===== config.mk =====
export PLATFORM = sky130hd
export DESIGN_NAME = vm1_pwr_seq
export DESIGN_NICKNAME = d
export VERILOG_FILES = /design/src/rtl/vm1_pwr_seq_pkg.sv /design/src/rtl/vm1_sync_deb.sv /design/src/rtl/vm1_pwr_seq.sv
export SDC_FILE = /design/constraint.sdc
export NUM_CORES = 1
export LEC_CHECK = 0
export ABC_CLOCK_PERIOD_IN_PS = 2300
export CAP_MARGIN = 40
export CORE_MARGIN = 3
export CORE_UTILIZATION = 55
export CTS_CLUSTER_DIAMETER = 30
export DETAILED_ROUTE_END_ITERATION = 8
export PLACE_DENSITY = 0.73
export SLEW_MARGIN = 20
export SYNTH_ARGS = -nofsm -noshare
export SYNTH_HDL_FRONTEND = slang
export SYNTH_HIERARCHICAL = 1
export SYNTH_SLANG_ARGS = --single-unit

===== constraint.sdc =====
create_clock -name CLK -period 2.3 [get_ports CLK]
set_input_delay 0.23 -clock CLK [delete_from_list [all_inputs] [get_ports CLK]]
set_output_delay 0.23 -clock CLK [all_outputs]
set_load 0.01 [all_outputs]

===== src/rtl/vm1_pwr_seq_pkg.sv =====
// Shared types for the VM1 power sequencer: state encoding and output decode.
package vm1_pwr_seq_pkg;

   typedef enum logic [2:0] {
      S_WAIT_LOCK = 3'd0,
      S_DCLO      = 3'd1,
      S_ACLO      = 3'd2,
      S_RUN       = 3'd3,
      S_PFAIL     = 3'd4
   } state_t;

   typedef struct packed {
      logic dclo;
      logic aclo;
      logic ready;
   } pwr_out_t;

   localparam pwr_out_t OUT_RESET = '{dclo: 1'b1, aclo: 1'b1, ready: 1'b0};
   localparam pwr_out_t OUT_ACLO  = '{dclo: 1'b0, aclo: 1'b1, ready: 1'b0};
   localparam pwr_out_t OUT_RUN   = '{dclo: 1'b0, aclo: 1'b0, ready: 1'b1};

   // Moore decode; DCLO only ever drops together with or before ACLO.
   function automatic pwr_out_t decode_out(input state_t st);
      pwr_out_t o;
      case (st)
         S_ACLO, S_PFAIL: o = OUT_ACLO;
         S_RUN:           o = OUT_RUN;
         default:         o = OUT_RESET;
      endcase
      return o;
   endfunction

   function automatic int unsigned max3(input int unsigned a, input int unsigned b,
                                        input int unsigned c);
      int unsigned m;
      m = (a > b) ? a : b;
      return (m > c) ? m : c;
   endfunction

endpackage


===== src/rtl/vm1_sync_deb.sv =====
// 2-FF synchroniser with optional stability debounce (DEB_CYCLES=0 bypasses it).
module vm1_sync_deb #(
   parameter int unsigned DEB_CYCLES = 0
) (
   input  logic clk,
   input  logic rst_n,
   input  logic din,
   output logic dout
);

   logic [1:0] sync;

   always_ff @(posedge clk or negedge rst_n) begin
      if (!rst_n) sync <= '0;
      else        sync <= {sync[0], din};
   end

   generate
      if (DEB_CYCLES == 0) begin : g_bypass
         assign dout = sync[1];
      end else begin : g_deb
         localparam int unsigned DW = $clog2(DEB_CYCLES + 1);
         logic [DW-1:0] cnt;
         logic          level;

         // Level follows the input only after DEB_CYCLES consecutive differing samples.
         always_ff @(posedge clk or negedge rst_n) begin
            if (!rst_n) begin
               cnt   <= '0;
               level <= 1'b1;
            end else if (sync[1] == level) begin
               cnt <= '0;
            end else if (32'(cnt) + 32'd1 >= DEB_CYCLES) begin
               cnt   <= '0;
               level <= sync[1];
            end else begin
               cnt <= cnt + DW'(1);
            end
         end

         assign dout = level;
      end
   endgenerate

endmodule


===== src/rtl/vm1_pwr_seq.sv =====
// K1801VM1 DCLO/ACLO power-up and power-fail sequencer, gated by clock-generator lock.
module vm1_pwr_seq
   import vm1_pwr_seq_pkg::*;
#(
   parameter int unsigned LOCK_CYCLES = 1024,
   parameter int unsigned DCLO_CYCLES = 4096,
   parameter int unsigned ACLO_CYCLES = 2048,
   parameter int unsigned DEB_CYCLES  = 65536
) (
   input  logic CLK,
   input  logic RST_n,
   input  logic LOCK_IN,
   input  logic BTN_n,
   input  logic PWR_FAIL,
   output logic DCLO,
   output logic ACLO,
   output logic SYS_RST,
   output logic READY
);

   localparam int unsigned CNT_MAX = max3(LOCK_CYCLES, DCLO_CYCLES, ACLO_CYCLES);
   localparam int unsigned CW      = $clog2(CNT_MAX + 1);
   localparam logic [CW-1:0] DCLO_LOAD = CW'(DCLO_CYCLES - 1);
   localparam logic [CW-1:0] ACLO_LOAD = CW'(ACLO_CYCLES - 1);

   logic          lock_s;
   logic          btn_deb;
   logic          btn_deb_q;
   logic          pf_s;
   logic          press_c;
   state_t        state, state_n;
   logic [CW-1:0] cnt, cnt_n;
   pwr_out_t      outs;

   vm1_sync_deb #(.DEB_CYCLES(0)) u_lock_sync (
      .clk(CLK), .rst_n(RST_n), .din(LOCK_IN), .dout(lock_s)
   );

   vm1_sync_deb #(.DEB_CYCLES(DEB_CYCLES)) u_btn_deb (
      .clk(CLK), .rst_n(RST_n), .din(BTN_n), .dout(btn_deb)
   );

   vm1_sync_deb #(.DEB_CYCLES(0)) u_pf_sync (
      .clk(CLK), .rst_n(RST_n), .din(PWR_FAIL), .dout(pf_s)
   );

   assign press_c = btn_deb_q & ~btn_deb;

   // Next state and shared lock/dwell counter; loss of lock overrides everything.
   always_comb begin
      state_n = state;
      cnt_n   = cnt;
      if (state != S_WAIT_LOCK && !lock_s) begin
         state_n = S_WAIT_LOCK;
         cnt_n   = '0;
      end else begin
         case (state)
            S_WAIT_LOCK: begin
               if (!lock_s) begin
                  cnt_n = '0;
               end else if (32'(cnt) + 32'd1 >= LOCK_CYCLES) begin
                  state_n = S_DCLO;
                  cnt_n   = DCLO_LOAD;
               end else begin
                  cnt_n = cnt + CW'(1);
               end
            end
            S_DCLO: begin
               if (cnt != '0) begin
                  cnt_n = cnt - CW'(1);
               end else if (btn_deb && !pf_s) begin
                  state_n = S_ACLO;
                  cnt_n   = ACLO_LOAD;
               end
            end
            S_ACLO: begin
               // CPU is not running yet, so no power-fail window is needed.
               if (press_c || pf_s) begin
                  state_n = S_DCLO;
                  cnt_n   = DCLO_LOAD;
               end else if (cnt == '0) begin
                  state_n = S_RUN;
               end else begin
                  cnt_n = cnt - CW'(1);
               end
            end
            S_RUN: begin
               if (press_c || pf_s) begin
                  state_n = S_PFAIL;
                  cnt_n   = ACLO_LOAD;
               end
            end
            S_PFAIL: begin
               if (cnt == '0) begin
                  state_n = S_DCLO;
                  cnt_n   = DCLO_LOAD;
               end else begin
                  cnt_n = cnt - CW'(1);
               end
            end
            default: begin
               state_n = S_WAIT_LOCK;
               cnt_n   = '0;
            end
         endcase
      end
   end

   always_ff @(posedge CLK or negedge RST_n) begin
      if (!RST_n) begin
         state     <= S_WAIT_LOCK;
         cnt       <= '0;
         outs      <= OUT_RESET;
         btn_deb_q <= 1'b1;
      end else begin
         state     <= state_n;
         cnt       <= cnt_n;
         outs      <= decode_out(state_n);
         btn_deb_q <= btn_deb;
      end
   end

   assign DCLO    = outs.dclo;
   assign ACLO    = outs.aclo;
   assign SYS_RST = outs.dclo;
   assign READY   = outs.ready;

endmodule


-- Yosys cells after proc, flatten, opt, wreduce, memory -nomap -nowiden
Cells that the tools add are included.
- bitwise logic cells: 3
- magnitude comparators: 2
- eq/ne operators: 11
- mux-type cells: 23
- reductions and logical operators: 12
- add/sub/neg operators: 5
- operator list (kind ; count):
    2-to-1 mux 13 bit ; 9
    one-hot mux 13 bit (5 select lines) ; 1
    2-to-1 mux 17 bit ; 2
    >= comparator 32 x 17 -> 1 bit, second input constant ; 1
    2-to-1 mux 3 bit ; 9
    adder 17 x 1 -> 18 bit, second input constant ; 1
    adder 17 x 1 -> 17 bit, second input constant ; 1
    one-hot mux 3 bit (5 select lines) ; 1
    adder 13 x 1 -> 14 bit, second input constant ; 1
    >= comparator 14 x 11 -> 1 bit, second input constant ; 1
    adder 13 x 1 -> 13 bit, second input constant ; 1
    zero test 13 bit ; 1
    nonzero test 13 bit ; 1
    subtractor 13 x 1 -> 13 bit, second input constant ; 1
    equality test 3 x 2 -> 1 bit, second input constant ; 4
    != test 4 bit, second input constant ; 2
    equality test 3 bit, second input constant ; 2
    one-hot mux 3 bit (2 select lines) ; 1
    equality test 3 x 1 -> 1 bit, second input constant ; 1
    zero test 3 bit ; 1
    != test 3 bit, second input constant ; 1
    AND reduction 3 bit ; 1
    nonzero test 3 bit ; 1
    logical AND 1 bit ; 2
    7 further kinds ; 9
- word-level logic and storage cells: 67
- output and inout bits: 4
- bits of input ports: 5
- bits in registers: 44

-- Logic depth before layout (Yosys ltp)
Gate-level depths: netlist (run 1).
- word-level depth: 9
- depth in mapped cells: 9
- gate-level depth less buffers: 8

-- Cells and area by module
Netlist (run 1), hierarchy kept.
- by module, submodules not included (module ; area an instance (um^2) ; cells each ; seq. area each (um^2) ; instances):
    vm1_pwr_seq ; 1799.2 ; 210 ; 504.2 ; 1
    vm1_sync_deb at u_btn_deb ; 963.4 ; 94 ; 501.7 ; 1
    vm1_sync_deb at u_lock_sync ... ; 50.0 ; 2 ; 50.0 ; 2

-- Worst setup path after synthesis (run 1)
OpenSTA, ideal clock, no wires.
- kind: register to register
- start point: reg u_btn_deb.g_deb.cnt[0]
- end point: reg u_btn_deb.g_deb.cnt[10]
- buffers on the path: 1
- library setup time: 0.086 ns
- arrival time: 1.958 ns
- setup slack: 0.255 ns
- stages on the path, launching flop included: 7
- cells stage by stage: dfrtp_1 ha_1 nand4_1 nor4_2 mux2_2 buf_4 nor3_1
- cells in the longest elaborated chain, start to end: 4
- elaborated cells on any way between the ends: 5
- ends and longest elaborated chain (item ; line ; text):
    start: declaration ; vm1_sync_deb.sv:23 ; logic [DW-1:0] cnt;
    start signal: assignment ; vm1_sync_deb.sv:37 ; cnt <= cnt + DW'(1);
    adder 17 x 1 -> 18 bit ; vm1_sync_deb.sv:33 ; end else if (32'(cnt) + 32'd1 >= DEB_CYCLES) begin
    >= comparator 32 x 17 -> 1 bit ; vm1_sync_deb.sv:33 ;
    2-to-1 mux 17 bit * ; vm1_sync_deb.sv:33 ;
    2-to-1 mux 17 bit * ; vm1_sync_deb.sv:31 ; end else if (sync[1] == level) begin
Mark *: on every way between the ends. The rest lies on a longest branch, timed or not.
A chain may end at the register's enable or synchronous reset.

-- Final worst setup path (run 1)
- start point: reg cnt[1]
- end point: reg cnt[6]
- cells in the longest elaborated chain, start to end: 6
- elaborated cells on any way between the ends: 17
- ends and longest elaborated chain (item ; line ; text):
    start: declaration ; vm1_pwr_seq.sv:32 ; logic [CW-1:0] cnt, cnt_n;
    start signal: assignment ; vm1_pwr_seq.sv:117 ; cnt <= cnt_n;
    adder 13 x 1 -> 14 bit ; vm1_pwr_seq.sv:61 ; end else if (32'(cnt) + 32'd1 >= LOCK_CYCLES) begin
    >= comparator 14 x 11 -> 1 bit ; vm1_pwr_seq.sv:61 ;
    2-to-1 mux 13 bit ; vm1_pwr_seq.sv:61 ;
    2-to-1 mux 13 bit ; vm1_pwr_seq.sv:59 ; if (!lock_s) begin
    one-hot mux 13 bit (5 select lines) ; vm1_pwr_seq.sv:57 ; case (state)
    2-to-1 mux 13 bit ; vm1_pwr_seq.sv:53 ; if (state != S_WAIT_LOCK && !lock_s) begin
Several ways; a longest one is shown, not always the timed one. The select of a mux whose other input is x is not followed.

==> results of run 1 <==
-- cells by family after synthesis --
group	count (synthesis)
buffers and inverters	30
flip-flops	44
multiplexers	3
other	1
XOR/XNOR	23
AND/OR/NAND/NOR	139
adder cells (fa/ha/maj)	3
AO/OA/AOI/OAI	65
-- worst register-to-register path, cell delays in order, from the launching register on --
cell	delay (ns)
dfrtp_1	0.48
inv_1	0.11
ha_2	0.22
nor4b_4	0.31
nand4_1	0.24
nor2_2	0.22
o21ai_2	0.10
a31o_4	0.29
o311ai_1	0.09
-- synth_stat cells (7+ instances only) --
cell type	instances	share of area [%]
dfrtp_1	40	35
nand2_1	27	3.5
nor2_1	23	3.0
nor3_1	22	3.8
xnor2_1	16	4.9
nand3_1	14	2.4
inv_1	11	1.4
a21oi_1	10	1.7
buf_2	10	1.7
o21ai_0	9	1.6
nand4_1	7	1.5
nor2b_1	7	1.5
-- worst max path at each step --
stage	from	endpoint	slack, ns	cells after the start
global placement	cnt[0]$_DFFE_PN0P_	cnt[7]$_DFFE_PN0P_	0.06	8
global route	cnt[1]$_DFFE_PN0P_	cnt[6]$_DFFE_PN0P_	0.01	8
CTS	cnt[0]$_DFFE_PN0P_	cnt[6]$_DFFE_PN0P_	0.05	8
detailed placement	cnt[0]$_DFFE_PN0P_	cnt[6]$_DFFE_PN0P_	-0.04	8
floorplan	u_btn_deb/g_deb.cnt[0]$_DFF_PN0_	u_btn_deb/g_deb.cnt[10]$_DFF_PN0_	0.26	6
finish	cnt[1]$_DFFE_PN0P_	cnt[6]$_DFFE_PN0P_	0.13	8
-- what timing repair did --
action	CTS	global route
resized for setup	1	4
pin swaps	0	3
cloned	0	0
hold endpoints to repair	25	0
hold buffers	1	0
endpoints found under the setup margin	7	16
setup buffers	0	7
-- metal layers --
metal | track usage, % | share of wire, % | wire length, um | vias to the layer above
li1 | - | - | - | 1151
met1 | 30.8 | 48 | 2910 | 1088
met2 | 35.8 | 47 | 2840 | 58
met3 | 3.78 | 4.9 | 295 | 2
met4 | 6.29 | 0.48 | 29 | 0
met5 | 0 | 0 | 0 | -
-- power by group --
part / leakage (nW) / total (mW) / switching (mW) / internal (mW)
Clock: 0.0548 / 0.617 / 0.290 / 0.328
Sequential: 0.580 / 0.823 / 0.0270 / 0.796
Combinational: 0.686 / 0.280 / 0.154 / 0.126
-- registers in the layout, summed over array words and instances, names as in the netlist --
register	flops
ACLO	1
DCLO	1
READY	1
btn_deb_q	1
cnt	13
state	3
u_btn_deb/dout	1
u_btn_deb/g_deb.cnt	17
u_btn_deb/sync	2
u_lock_sync/sync	2
u_pf_sync/sync	2
-- layout make-up --
cell class | instances | area [um2]
Multi-Input combinational cell | 234 | 1600
Tap cell | 67 | 83.8
Clock buffer | 5 | 68.8
Inverter | 11 | 41.3
Timing Repair Buffer | 32 | 270
Fill cell | 416 | 1660
Clock inverter | 3 | 46.3
Sequential cell | 44 | 1110
-- per-stage QoR --
stage	hold slack (ns)	util [%]	total power [mW]	instances	setup TNS (ns)
global route	0.360	66.0	1.80	396	0
global placement	0.318	61.7	1.08	380	0
CTS	0.356	64.5	1.71	389	0
floorplan	-0.0656	-	1.01	308	0
finish	0.353	66.0	1.72	396	0
detailed placement	0.311	61.7	1.09	380	-0.145
==> impl_metrics.tcl, run 1 <==
set metrics [dict create \
    synth_mux_area_share_pct 1.14 \
    grt_start_max_net_pins 30 \
    io_buffers 8 \
    vias 2299 \
    syn_nets 316 \
    area_delta_synth_final_pct 12.5 \
    place_ws_ns -0.0441 \
    cts.sinks 44 \
    max-slew-margin-rel_pct 54.1 \
    synthSimpleGateAreaFrac_pct 27.8 \
    tightest_slew_ns 0.688 \
    r2r-end "cnt[6]$_DFFE_PN0P_" \
    clock_path_buffers 2 \
    layout_common_cells "39 x dfrtp_1, 27 x nand2_1, 22 x nor3_1, 22 x nor2_1, 22 x buf_4" \
    irDropWorstVdd_uv 414 \
    worstPathMaxFanout 7 \
    die_w_um 78.1 \
    cts_root_buffer "clkbuf_8" \
    final_cell_area_um2 3220 \
    status "complete, no violations" \
    slowest_delay_ns 0.48 \
    worst_slack_ns 0.131 \
    netlist_area_um2 2860 \
    postPlaceCellArea_um2 3010 \
    hp-class "flop to flop" \
    synthArstFlopShare_pct 100 \
    first_pass_iters 4 \
    grt_usage_pct 22.2 \
    die_y_um 78.1 \
    synth_compound_area_share_pct 17.7 \
    ys_seq_area_share_pct 38.6 \
    arrival_ns 2.36 \
    row_count 25 \
    setup_viol 0 \
    p_per_area_nw_per_um2 534 \
    syn_area_per_cell_um2 9.29 \
    cts_tree "done" \
    syn_inst 308 \
    synth_edf_count 0 \
    ys_ff_latch 44 \
    final_layout_size_suffix_gt1_share_pct 20.4 \
    design.core.area_um2 4880 \
    max_freq_ghz 0.461 \
    min_period_over_period_pct 94.3 \
    endpoint_kind "flop" \
    critPathTopFamily "simple AND/OR/NAND/NOR gates" \
    dieArea_um2 6110 \
    slew_violations 0 \
    cp.required_ns 2.50 \
    hp-start "u_btn_deb/sync[0]$_DFF_PN0_" \
    grt_antenna_before_repair 0 \
    grt_pass1_vias 2281 \
    clk_pin_slew_ns 0.09 \
    routed_wl_mm 6.08 \
    drt_iter0_drc 171 \
    htree_levels 2 \
    holdPathStages 0 \
    route.detailed.drc 0 \
    hold_end "u_btn_deb/sync[1]$_DFF_PN0_" \
    antenna_cells 0 \
    clock_skew_ns 0.00404 \
    rrSetupSlack_ns 0.13 \
    drtAntennaViolNets 0 \
    clkLatencyLatePin_ns 0.30 \
    synth_cell_types 64 \
    grt_overflow_total 0 \
    start_kind "flop" \
    critPathKind "flop to flop" \
    vias_per_cell 5.81 \
    worst-path-buf-inv 1 \
    rr_startpoint "cnt[1]$_DFFE_PN0P_" \
    cp_slowest_cell "dfrtp_1" \
    period_needed_ns 2.17 \
    cap_viol_max_count 0 \
    crit_chain "inv_1, ha_2, nor4b_4, nand4_1, nor2_2, o21ai_2, a31o_4, o311ai_1" \
    cts_made_buffers 5 \
    final_nets 336 \
    p_leak_nw 1.32 \
    dp.final_hpwl_mm 4.23 \
    io_pins 9 \
    yosys_warnings 6 \
    synth_top_family_by_area "simple AND/OR/NAND/NOR gates" \
    grt_pass1_wl_mm 10.8 \
    final_common_cell "dfrtp_1" \
    synth-xor-area-share_pct 7.30 \
    ff2ff_path_depth 8 \
    avgRoutedWirePerCell_um 15.4 \
    rsz0062_at_grt "false" \
    finalHoldViolCount 0 \
    initial_core_util_pct 58.7 \
    gp_congestion 0.884 \
    synthAdderAreaFrac_pct 1.31 \
    synth_flop_cell "dfrtp_1" \
]
Power figures use the tool's default switching activity.
==> inputs of run 2 (changes only) <==
- CTS_CLUSTER_DIAMETER: 30 -> 120
==> results of run 2 <==
The final DEF is identical to that of run 1; final timing and power are the same.
==> inputs of run 3 (changes only) <==
- ABC_AREA: unset -> 1
- CAP_MARGIN: 40 -> 10
- PLACE_DENSITY: 0.73 -> 0.72
==> impl_metrics.tcl, run 3 <==
set metrics [dict create \
    synth_top_area_share_pct 32.9 \
    start_kind "flop" \
    finalHoldViolCount 0 \
    cts_hold_buf 0 \
    avgRoutedWirePerCell_um 12.5 \
    drt_iter0_drc 278 \
    crit_chain "ha_1, nand3_1, nor2_2, nand4_1, nand2_1, nand2_1, o21bai_4, nand3_1, nand2_1, nand2_1" \
    grt_overflow_total 0 \
    critPathKind "flop to flop" \
    arrival_ns 2.25 \
    cp_slowest_cell "dfrtp_1" \
    slowest_delay_ns 0.44 \
    worstPathMaxFanout 13 \
    setup_tns_ns 0 \
    ys_seq_area_share_pct 36.4 \
    synth_flop_cell "dfrtp_1" \
    gp_congestion 0.965 \
    final_nets 457 \
    p_leak_nw 1.60 \
    first_pass_iters 5 \
    setup_viol 0 \
    switching_share_pct 26.1 \
    vias 2725 \
    period_needed_ns 2.06 \
    cts_tree "done" \
    critPathTopFamily "simple AND/OR/NAND/NOR gates" \
    slew_violations 0 \
    cts_made_buffers 5 \
    synth_compound_area_share_pct 7.70 \
    irDropWorstVdd_uv 429 \
    ff2ff_path_depth 10 \
    cap_viol_max_count 0 \
    crit_path_frequent_cell "nand2_1" \
    synthAdderAreaFrac_pct 1.24 \
    max-slew-margin-rel_pct 37.9 \
    initial_core_util_pct 58.0 \
    ys_ff_latch 44 \
    power.switching_mw 0.374 \
    regMostFlops "u_btn_deb/g_deb.cnt" \
    clock_skew_ns 0.00743 \
    grt_pass1_wl_mm 11.3 \
    syn_area_per_cell_um2 6.90 \
    row_count 26 \
    synthSimpleGateAreaFrac_pct 39.0 \
    tightest_slew_ns 0.931 \
    min_period_over_period_pct 89.8 \
    design.core.area_um2 5240 \
    p_int_mw 1.06 \
    yosys-top-cells-count "133 x nand2_1, 70 x nor2_1, 54 x inv_1" \
    synth_mux_area_share_pct 0 \
    synth.most_common_cell "nand2_1" \
    io_buffers 8 \
    clock_path_buffers 2 \
    dieArea_um2 6450 \
    final_layout_size_suffix_gt1_share_pct 9.33 \
    hp-class "primary input to asynchronous set/reset pin" \
    seqPwrFrac_pct 56.3 \
    status "complete, no violations" \
    final_core_util_pct 61.2 \
    power_frac_comb_pct 11.4 \
    grt_pass1_vias 2526 \
    io_pins 9 \
    synth_cell_types 36 \
    route.detailed.drc 0 \
    largest_reg_flops 17 \
    cts.sinks 44 \
    max_freq_ghz 0.484 \
    rr_startpoint "cnt[1]$_DFFE_PN0P_" \
    yosys.area.top_type "dfrtp_1" \
    rrSetupSlack_ns 0.24 \
    dp_cells 512 \
    grt_usage_pct 22.3 \
    p_per_area_nw_per_um2 448 \
    synth.area.top_cells "dfrtp_1 33%, nand2_1 16%, nor2_1 8.6%, inv_1 6.7%, nand3_1 5.6%" \
    clock_power_share_pct 32.3 \
    rsz0062_at_grt "false" \
    r2r-end "cnt[11]$_DFFE_PN0P_" \
    layout_common_cells "133 x nand2_1, 69 x nor2_1, 54 x inv_1" \
    synthArstFlopShare_pct 100 \
    die_w_um 80.3 \
    final_cells 520 \
    syn_nets 448 \
    cts_root_buffer "clkbuf_8" \
    die_y_um 80.3 \
    postPlaceCellArea_um2 3120 \
    endpoint_kind "flop" \
    synth_edf_count 0 \
    netlist_area_um2 3040 \
    largestRegisters "u_btn_deb/g_deb.cnt: 17 flops, cnt: 13 flops, state: 3 flops" \
    antenna_cells 0 \
    yosys_warnings 6 \
    grt_start_max_net_pins 45 \
    clk_pin_slew_ns 0.08 \
    final_common_cell "nand2_1" \
    syn_inst 440 \
    htree_levels 2 \
    drtAntennaViolNets 0 \
    routed_wl_mm 6.50 \
    dp.final_hpwl_mm 4.95 \
    worst-path-buf-inv 0 \
    synth_top_family_by_area "simple AND/OR/NAND/NOR gates" \
    synth-xor-area-share_pct 4.90 \
    cp.required_ns 2.49 \
    vias_per_cell 5.24 \
    grt_antenna_before_repair 0 \
    clkLatencyLatePin_ns 0.30 \
    final_cell_area_um2 3200 \
    area_delta_synth_final_pct 5.44 \
]
run 3: changes by cell type after synthesis, moves of 5 or more:
| cell | previous run | this run |
|---|---|---|
| nand3_1 | 14 | 34 |
| nor2_2 | 1 | 8 |
| or3_1 | 5 | 0 |
| nand2b_1 | 6 | 0 |
| buf_2 | 10 | 2 |
| nor2_1 | 23 | 70 |
| a31oi_1 | 6 | 1 |
| xor2_1 | 6 | 11 |
| nor2b_1 | 7 | 0 |
| nor3_1 | 22 | 3 |
| xnor2_1 | 16 | 6 |
| o21ai_0 | 9 | 19 |
| inv_1 | 11 | 54 |
| nand2_1 | 27 | 133 |
run 3: worst max-delay path by stage:
| stage | endpoint | cells past startpoint | start | slack [ns] |
|---|---|---|---|---|
| final | cnt[11]$_DFFE_PN0P_ | 10 | cnt[1]$_DFFE_PN0P_ | 0.24 |
| after global routing | cnt[9]$_DFFE_PN0P_ | 12 | cnt[0]$_DFFE_PN0P_ | 0.06 |
| after CTS | cnt[0]$_DFFE_PN0P_ | 11 | cnt[0]$_DFFE_PN0P_ | 0.05 |
| after detailed placement | cnt[12]$_DFFE_PN0P_ | 11 | cnt[0]$_DFFE_PN0P_ | 0.08 |
| after global placement | cnt[0]$_DFFE_PN0P_ | 11 | cnt[0]$_DFFE_PN0P_ | 0.13 |
| after floorplan | cnt[10]$_DFFE_PN0P_ | 12 | cnt[0]$_DFFE_PN0P_ | 0.54 |
run 3: what timing repair did:
action / 4_1_cts / 5_1_grt
setup endpoints to repair: 0 / 13
setup buffers: 0 / 0
gates resized for setup: 0 / 2
run 3: cells by family after synthesis:
kind of cell             after synthesis
AO/OA/AOI/OAI                         40
XOR/XNOR                              17
adder cells (fa/ha/maj)                3
buffers and inverters                 66
flip-flops                            44
other                                  1
AND/OR/NAND/NOR                      269
run 3: final cells by class:
cell class,count,area (um2)
Tap cell,70,87.6
Fill cell,474,2030
Timing Repair Buffer,11,97.6
Clock buffer,7,76.3
Multi-Input combinational cell,330,1620
Inverter,57,215
Clock inverter,1,5.00
Sequential cell,44,1110
run 3: power by group through the flow:
stage / clock network [mW] / registers, mW / logic (mW)
4_1_cts: 0.479 / 0.808 / 0.163
2_1_floorplan: 0 / 0.818 / 0.122
3_5_place_dp: 0 / 0.824 / 0.163
6_report: 0.464 / 0.808 / 0.164
5_1_grt: 0.516 / 0.811 / 0.187
3_3_place_gp: 0 / 0.823 / 0.161
run 3: layer usage:
layer	vias up	GRT usage (%)	wire (um)
met5	-	0	0
met3	19	4.48	304
li1	1394	-	-
met2	70	37.4	3100
met4	0	9.63	168
met1	1242	27.7	2930
run 3: through the flow:
stage,total power [mW],setup slack (ns),hold slack [ns]
6_report,1.44,0.235,0.0616
3_5_place_dp,0.987,0.0797,0.335
2_1_floorplan,0.940,0.536,-0.0656
3_3_place_gp,0.984,0.133,0.333
5_1_grt,1.51,0.0561,0.143
4_1_cts,1.45,0.0519,0.103
